[config.mk]
export PLATFORM = sky130hd
export DESIGN_NAME = num_entry_ctrl
export DESIGN_NICKNAME = d
export VERILOG_FILES = /design/src/rtl/num_entry_ctrl.sv
export SDC_FILE = /design/constraint.sdc
export NUM_CORES = 1
export LEC_CHECK = 0
export ABC_AREA = 0
export CAP_MARGIN = 30
export CORE_MARGIN = 2
export CORE_UTILIZATION = 45
export DETAILED_ROUTE_END_ITERATION = 10
export GPL_ROUTABILITY_DRIVEN = 1
export PLACE_DENSITY = 0.79
export SLEW_MARGIN = 30
export SYNTH_ARGS = -nofsm -noshare
export SYNTH_HDL_FRONTEND = slang
export SYNTH_SLANG_ARGS = --single-unit
[constraint.sdc]
create_clock -name CLK -period 6.3 [get_ports CLK]
set_input_delay 0.945 -clock CLK [delete_from_list [all_inputs] [get_ports CLK]]
set_output_delay 0.945 -clock CLK [all_outputs]
set_load 0.01 [all_outputs]
[src/rtl/num_entry_ctrl.sv]
// Button sequencer for the number-maker: one-cycle one-hot commands, hold-to-repeat,
// and a valid/ready hand-off of the working number to the ALU operand port.
module num_entry_ctrl #(
    parameter int unsigned BITS     = 16,
    parameter int unsigned DIGITS   = 6,
    parameter int unsigned HOLD_CYC = 500,
    parameter int unsigned REP_CYC  = 100
) (
    input  logic              CLK,
    input  logic              RST,
    input  logic [DIGITS-2:0] BTN,
    input  logic              CLR,
    input  logic              LOAD,
    output logic [DIGITS-2:0] MK_SW,
    output logic [BITS-1:0]   MK_NUM,
    input  logic [BITS-1:0]   MK_OUT,
    output logic [BITS-1:0]   VAL,
    output logic              OP_VALID,
    output logic [BITS-1:0]   OP_DATA,
    input  logic              OP_READY,
    output logic              BUSY
);

    localparam int unsigned SW      = DIGITS - 1;
    localparam int unsigned NEG_BIT = DIGITS - 2;
    localparam int unsigned CNT_MAX = (HOLD_CYC > REP_CYC) ? HOLD_CYC : REP_CYC;
    localparam int unsigned CW      = (CNT_MAX > 2) ? $clog2(CNT_MAX) : 1;
    localparam logic [CW-1:0] HOLD_LAST = CW'(HOLD_CYC - 1);
    localparam logic [CW-1:0] REP_LAST  = CW'(REP_CYC - 1);

    typedef enum logic [1:0] {
        S_IDLE,
        S_STEP,
        S_HOLD,
        S_PRESENT
    } state_t;

    state_t          r_state;
    logic [SW-1:0]   r_btn_q;
    logic [SW-1:0]   r_sel;
    logic [SW-1:0]   r_mk_sw;
    logic [BITS-1:0] r_val;
    logic [CW-1:0]   r_cnt;
    logic            r_rep;
    logic            r_op_valid;
    logic            r_busy;

    logic [SW-1:0]   w_edge;
    logic [SW-1:0]   w_pick;
    logic            w_last;

    always_comb w_edge = BTN & ~r_btn_q;

    // Scan downward so the lowest set edge bit is the one left standing.
    always_comb begin
        w_pick = '0;
        for (int unsigned i = SW; i > 0; i--) begin
            if (w_edge[i-1]) begin
                w_pick      = '0;
                w_pick[i-1] = 1'b1;
            end
        end
    end

    always_comb w_last = (r_cnt == (r_rep ? REP_LAST : HOLD_LAST));

    always_ff @(posedge CLK or negedge RST) begin
        if (!RST) begin
            r_state    <= S_IDLE;
            r_btn_q    <= '0;
            r_sel      <= '0;
            r_mk_sw    <= '0;
            r_val      <= '0;
            r_cnt      <= '0;
            r_rep      <= 1'b0;
            r_op_valid <= 1'b0;
            r_busy     <= 1'b0;
        end else begin
            r_btn_q <= BTN;
            case (r_state)
                S_IDLE: begin
                    if (CLR) begin
                        r_val <= '0;
                    end else if (LOAD) begin
                        r_op_valid <= 1'b1;
                        r_busy     <= 1'b1;
                        r_state    <= S_PRESENT;
                    end else if (w_edge != '0) begin
                        r_sel   <= w_pick;
                        r_mk_sw <= w_pick;
                        r_rep   <= 1'b0;
                        r_busy  <= 1'b1;
                        r_state <= S_STEP;
                    end
                end
                S_STEP: begin
                    r_val   <= MK_OUT;
                    r_cnt   <= '0;
                    r_mk_sw <= '0;
                    r_state <= S_HOLD;
                end
                S_HOLD: begin
                    if (CLR) begin
                        r_val   <= '0;
                        r_busy  <= 1'b0;
                        r_state <= S_IDLE;
                    end else if ((BTN & r_sel) == '0) begin
                        r_busy  <= 1'b0;
                        r_state <= S_IDLE;
                    end else if (!r_sel[NEG_BIT]) begin
                        // Command is raised together with the STEP entry so MK_SW is registered.
                        if (w_last) begin
                            r_rep   <= 1'b1;
                            r_mk_sw <= r_sel;
                            r_state <= S_STEP;
                        end else begin
                            r_cnt <= r_cnt + CW'(1);
                        end
                    end
                end
                S_PRESENT: begin
                    if (OP_READY) begin
                        r_op_valid <= 1'b0;
                        r_busy     <= 1'b0;
                        r_state    <= S_IDLE;
                    end
                end
                default: begin
                    r_state <= S_IDLE;
                end
            endcase
        end
    end

    assign MK_SW    = r_mk_sw;
    assign MK_NUM   = r_val;
    assign VAL      = r_val;
    assign OP_VALID = r_op_valid;
    assign OP_DATA  = r_val;
    assign BUSY     = r_busy;

endmodule
After elaboration in Yosys (flattened, before gate mapping):

Cells that the tools add are included.

* equality and inequality tests: 19
* reduce and logical (&&, ||, !) cells: 18
* add/subtract/negate cells: 1
* bitwise operators: 5
* multiplexer cells: 48

Operators with widths (number)
* 5-bit 2-to-1 mux: 12
* 9-bit 2-to-1 mux: 5
* 16-bit case mux with 2 select lines: 1
* 2-bit inequality test, second input constant: 10
* 9-bit case mux with 2 select lines: 1
* 16-bit 2-to-1 mux: 1
* 2-bit 2-to-1 mux: 8
* 8-bit AND reduction: 2
* 1-bit 2-to-1 mux: 15
* 5-bit case mux with 3 select lines: 1
* 5-bit AND reduction: 3
* 5-bit bitwise AND: 2
* 9-bit by 1-bit adder with 9-bit output, second input constant: 1
* 9-bit == test: 1
* 4-bit inequality test, second input constant: 2
* 2-bit case mux with 4 select lines: 1
* 4-bit AND reduction: 2
* 2-bit nonzero test: 4
* 3-bit inequality test, second input constant: 2
* 3-bit nonzero test: 2
* 5-bit zero test: 1
* 5-bit NOT: 1
* 5-bit nonzero test: 1
* 2-bit == test, second input constant: 2
* other kinds (8): 10

* word-level logic and storage cells: 100
* register bits: 45
* output and inout bits: 55
* input bits: 26

Longest topological paths before layout:

* depth in word-level cells: 11
* gate-level depth with buffers: 8
* mapped depth without buffers: 7

Worst setup path after synthesis:

No wires, ideal clock.

* kind: input to register
* from: input port BTN[2]
* to: register r_mk_sw[0] (netlist: MK_SW[0])
* library setup time: 0.125 ns
* data arrival time: 2.309 ns
* cell stages on the path: 5
* path slack: 3.866 ns
* data required time: 6.175 ns
* buffers on the path: 0
* cell sequence: nor2b_1 -> or4_4 -> nand2b_4 -> o211a_4 -> mux2_4

* word-level cells in the longest chain between the ends: 8
* elaborated cells on any way between the ends: 14
* classes of those cells: 2 x eq/ne; 7 x mux; 2 x bitwise; 3 x reduce/logical

RTL lines
* start, declared: RTL line 11 `input logic [DIGITS-2:0] BTN,`
* 5-bit bitwise AND: RTL line 52 `always_comb w_edge = BTN & ~r_btn_q;`
* 5-bit 2-to-1 mux (3 in a row): RTL line 58 `if (w_edge[i-1]) begin`
* 5-bit 2-to-1 mux: RTL line 88 `end else if (w_edge != '0) begin`
* 5-bit 2-to-1 mux: RTL line 84 `end else if (LOAD) begin`
* 5-bit 2-to-1 mux: RTL line 82 `if (CLR) begin`
* 5-bit case mux with 3 select lines: RTL line 80 `case (r_state)`
* end signal, assigned: RTL line 90 `r_mk_sw <= w_pick;`
* end signal, assigned: RTL line 114 `r_mk_sw <= r_sel;`
* end, declared: RTL line 41 `logic [SW-1:0] r_mk_sw;`

Parallel ways exist; a longest one is shown, timed or not. The select of a mux whose other input is x is not followed.
A chain may end at the register's enable or synchronous reset.

Worst setup path in the final report:

* from: input port BTN[0]
* to: register r_mk_sw[0] (netlist: MK_SW[0])

* word-level cells in the longest chain between the ends: 6
* elaborated cells on any way between the ends: 12
* classes of those cells: 2 x eq/ne; 5 x mux; 2 x bitwise; 3 x reduce/logical

RTL lines (RTL line)
* 5-bit bitwise AND: 52
* 5-bit 2-to-1 mux: 58
* 5-bit 2-to-1 mux: 88
* 5-bit 2-to-1 mux: 84
* 5-bit 2-to-1 mux: 82
* 5-bit case mux with 3 select lines: 80

Parallel ways exist; a longest one is shown, timed or not. The select of a mux whose other input is x is not followed.

==> results by group <==
Clocking
  – TritonCTS clock tree: done
  – H-tree levels: 2
  – CTS sink count: between 40 and 50
  – CTS Hold Buffers Added: 0
  – Maximum clock insertion buffer count: 2
  – Clock slew at reported path FFs: approximately 0.080 ns
  – Postcts setup bufs: 0
  – CTS Buf Count: 5
  – Clock Latency Late Sink: ~0.3 ns
  – Cts repair resizes: 0
  – CTS Root Cell: clkbuf_8

Synth
  – Synth Area per Inst: approximately 11 sq um
  – Ys async rst share: 1.00
  – Syn_nets: about 260
  – Number of synthesized register bits: 45
  – Unique cell type count in the Yosys netlist: between 40 and 50
  – Post-synthesis compound-gate area fraction: 0.172
  – Dominant synthesized flop cell: dfrtp_1
  – Share of synthesized area spent on multiplexers: 0.0598
  – Post-synthesis adder-cell area fraction: 0.0307
  – Number of flops mapped to enable cells by yosys: 0
  – Post-Syn Instances: 225
  – Post-synthesis sequential area ratio: 0.460
  – Largest family of logic cells by synthesized area: compound AO/OA/AOI/OAI gates
  – Simple-gate share of the synthesized area: 0.136
  – XOR/XNOR share of the synthesized area: 0.0179
  – Synth warnings: 0
  – Post-Syn Area: 2450 sq um

STA
  – Actual slew at the worst max-slew pin: 0.737 ns
  – Final period utilization: 0.427
  – RSZ-0062 raised after global routing: false
  – Final setup violation count: 0
  – Min cycle time layout: ~2.7 ns
  – TNS Setup: 0 ns
  – Setup Skew: 0.00352 ns
  – FMAX: 372 MHz
  – Slew margin rel.: 0.509
  – Endpoints failing hold: 0
  – Max-slew violation count: 0

Global route
  – Antenna violations before repair: 0
  – Vias in the first global route: roughly 1800
  – Largest net degree at the start of global routing: 46
  – First-pass GRT wire length: approximately 9.2 mm
  – GR Overflow Total: 0
  – GRT Total Usage: 0.191

Drt
  – Post-Route WL: approximately 5.4 mm
  – Via Count: between 1500 and 2000
  – Number of remaining DRC errors: 0
  – Avg WL per Cell: about 16 microns
  – Drt via density: ~5.4
  – First-pass DRT Iterations: 5
  – ANT nets after route: 0
  – Initial DRC count: between 100 and 150

Place
  – Dpl cells: roughly 340
  – Dpl hpwl: around 4.0 mm
  – Routability cong.: 0.848
  – Port Buffer Count: 80

Power and ir drop
  – Leakage power: 1.41 nW
  – Power Total: 0.00136 W
  – P per Cell Area: around 430 nW/um^2
  – Worst VDD drop: around 0.24 mV

Floorplan
  – DIE HEIGHT: 77.8 microns
  – Core box area: 5170 sq um
  – Die area: between 6000 and 7000 sq um
  – Num ports: slightly above 80
  – Horiz. Die Dim: between 70 and 80 microns
  – Initial core utilization: 0.473
  – # rows: 26

Setup path
  – R2r endpoint: MK_NUM[10]
  – CP Class: primary input to register
  – Launching point of the worst reg2reg path: r_state[0]
  – Worst Path Arrival: 2.88 ns
  – Crit path from: BTN[0]
  – Worst Setup EP: MK_SW[0]
  – Max Fanout on Critical Path: 5
  – CP required: 6.49 ns
  – CP endpoint kind: register
  – R2R Setup Slk: approximately 3.7 ns
  – Reg2reg path depth: 6
  – CP Launch Type: primary input

Layout
  – Final nets: 305
  – Layout cells sized above 1: 0.0839
  – Final Core Density: 0.617
  – P&R area growth vs syn: 30.3%
  – Antenna diode count: 0
  – Fin cells: between 300 and 400

Worst hold path
  – Hold crit path type: register to register

Job
  – Maxcap violations: 0

Outcome
  – Outcome: finished clean
==> critical path, cell delays in order <==
cell	delay (ns)
clkdlybuf4s50_1	0.46
a222oi_1	0.58
and2_1	0.27
o21ai_1	0.10
o211a_4	0.22
mux2_4	0.30
==> sequential cells by signal, summed over array words and instances (netlist names) <==
signal,flops
BUSY,1
MK_NUM,16
MK_SW,5
OP_VALID,1
r_btn_q,5
r_cnt,9
r_rep,1
r_sel,5
r_state,2
==> routing by layer <==
| metal | up-vias | track usage | routed length, microns |
|---|---|---|---|
| met2 | 53 | 0.309 | 2790 |
| met3 | 11 | 0.0488 | 258 |
| li1 | 869 | - | - |
| met5 | - | 0 | 0 |
| met4 | 0 | 0.0679 | 111 |
| met1 | 909 | 0.249 | 2270 |
==> area by class of cell <==
type                            count  area [sq um]
Multi-Input combinational cell    131          1020
Sequential cell                    45          1130
Clock inverter                      1          30.0
Inverter                           10          37.5
Timing Repair Buffer               80           798
Tap cell                           70          87.6
Fill cell                         423          1980
Clock buffer                        7          86.3
==> how the worst min path moves through the flow <==
stage / start / end / slack, ns / depth (start not counted)
floorplan: r_cnt[0] / r_cnt[0] / 0.48 / 1
global placement: MK_SW[4] / MK_SW[4] / 0.50 / 1
detailed placement: MK_SW[4] / MK_SW[4] / 0.50 / 1
CTS: MK_SW[4] / MK_SW[4] / 0.52 / 1
global route: MK_SW[1] / MK_SW[1] / 0.54 / 1
finish: MK_SW[4] / MK_SW[4] / 0.52 / 1
==> cell usage in the layout, fill, tap and decap left out, drive strengths merged, types with 5 or more instances in the layout <==
master and count:
o21ai 8, nor2b 5, clkdlybuf4s50 79, nor3 5, mux2 6, nor2 8, a21oi 5, nand2b 6
dfrtp 45, clkbuf 7, nand2 10, mux2i 6, a22o 22, ha 6, inv 10, nand3 7
==> metrics by stage <==
step / setup WS (ns) / area, sq um / hold WS, ns
after detailed placement: 3.30 / 3070 / 0.500
after global placement: 3.30 / 3070 / 0.498
after CTS: 3.56 / 3190 / 0.522
after global routing: 3.52 / 3190 / 0.543
final: 3.61 / 3190 / 0.519
after floorplan: 3.87 / 2450 / 0.478
==> synth_stat cells (all sizes together), types with 2 or more instances <==
cell type,count,share of area
nor3,5,0.010
nor3b,2,0.011
nand2,10,0.015
nor2,8,0.013
nor4b,3,0.011
mux2,6,0.035
nand3,7,0.014
xor2,4,0.014
a21o,3,0.0092
and2,2,0.0051
a22o,22,0.079
ha,6,0.031
o31ai,3,0.0092
a21oi,5,0.010
inv,10,0.015
buf,33,0.10
nand2b,6,0.018
a22oi,2,0.0061
mux2i,6,0.025
nor2b,5,0.016
clkbuf,6,0.0092
dfrtp,45,0.46
and4b,2,0.0082
o21a,2,0.0061
o21ai,8,0.016
==> logic make-up (layout without fill, tap and decap cells) <==
group                    after synthesis  after routing
adder cells (fa/ha/maj)                6              6
AND/OR/NAND/NOR                       54             54
buffers and inverters                 49             98
XOR/XNOR                               5              5
multiplexers                          12             12
AO/OA/AOI/OAI                         54             54
flip-flops                            45             45
==> power breakdown <==
part | internal [W] | leakage (nW) | total (W) | switching (W)
Clock | 0.000129 | 0.0585 | 0.000223 | 0.0000933
Sequential | 0.000371 | 0.587 | 0.000452 | 0.0000814
Combinational | 0.000370 | 0.767 | 0.000689 | 0.000320
Total | 0.000870 | 1.41 | 0.00136 | 0.000494
Note: power is estimated with default switching activity, not from simulation.
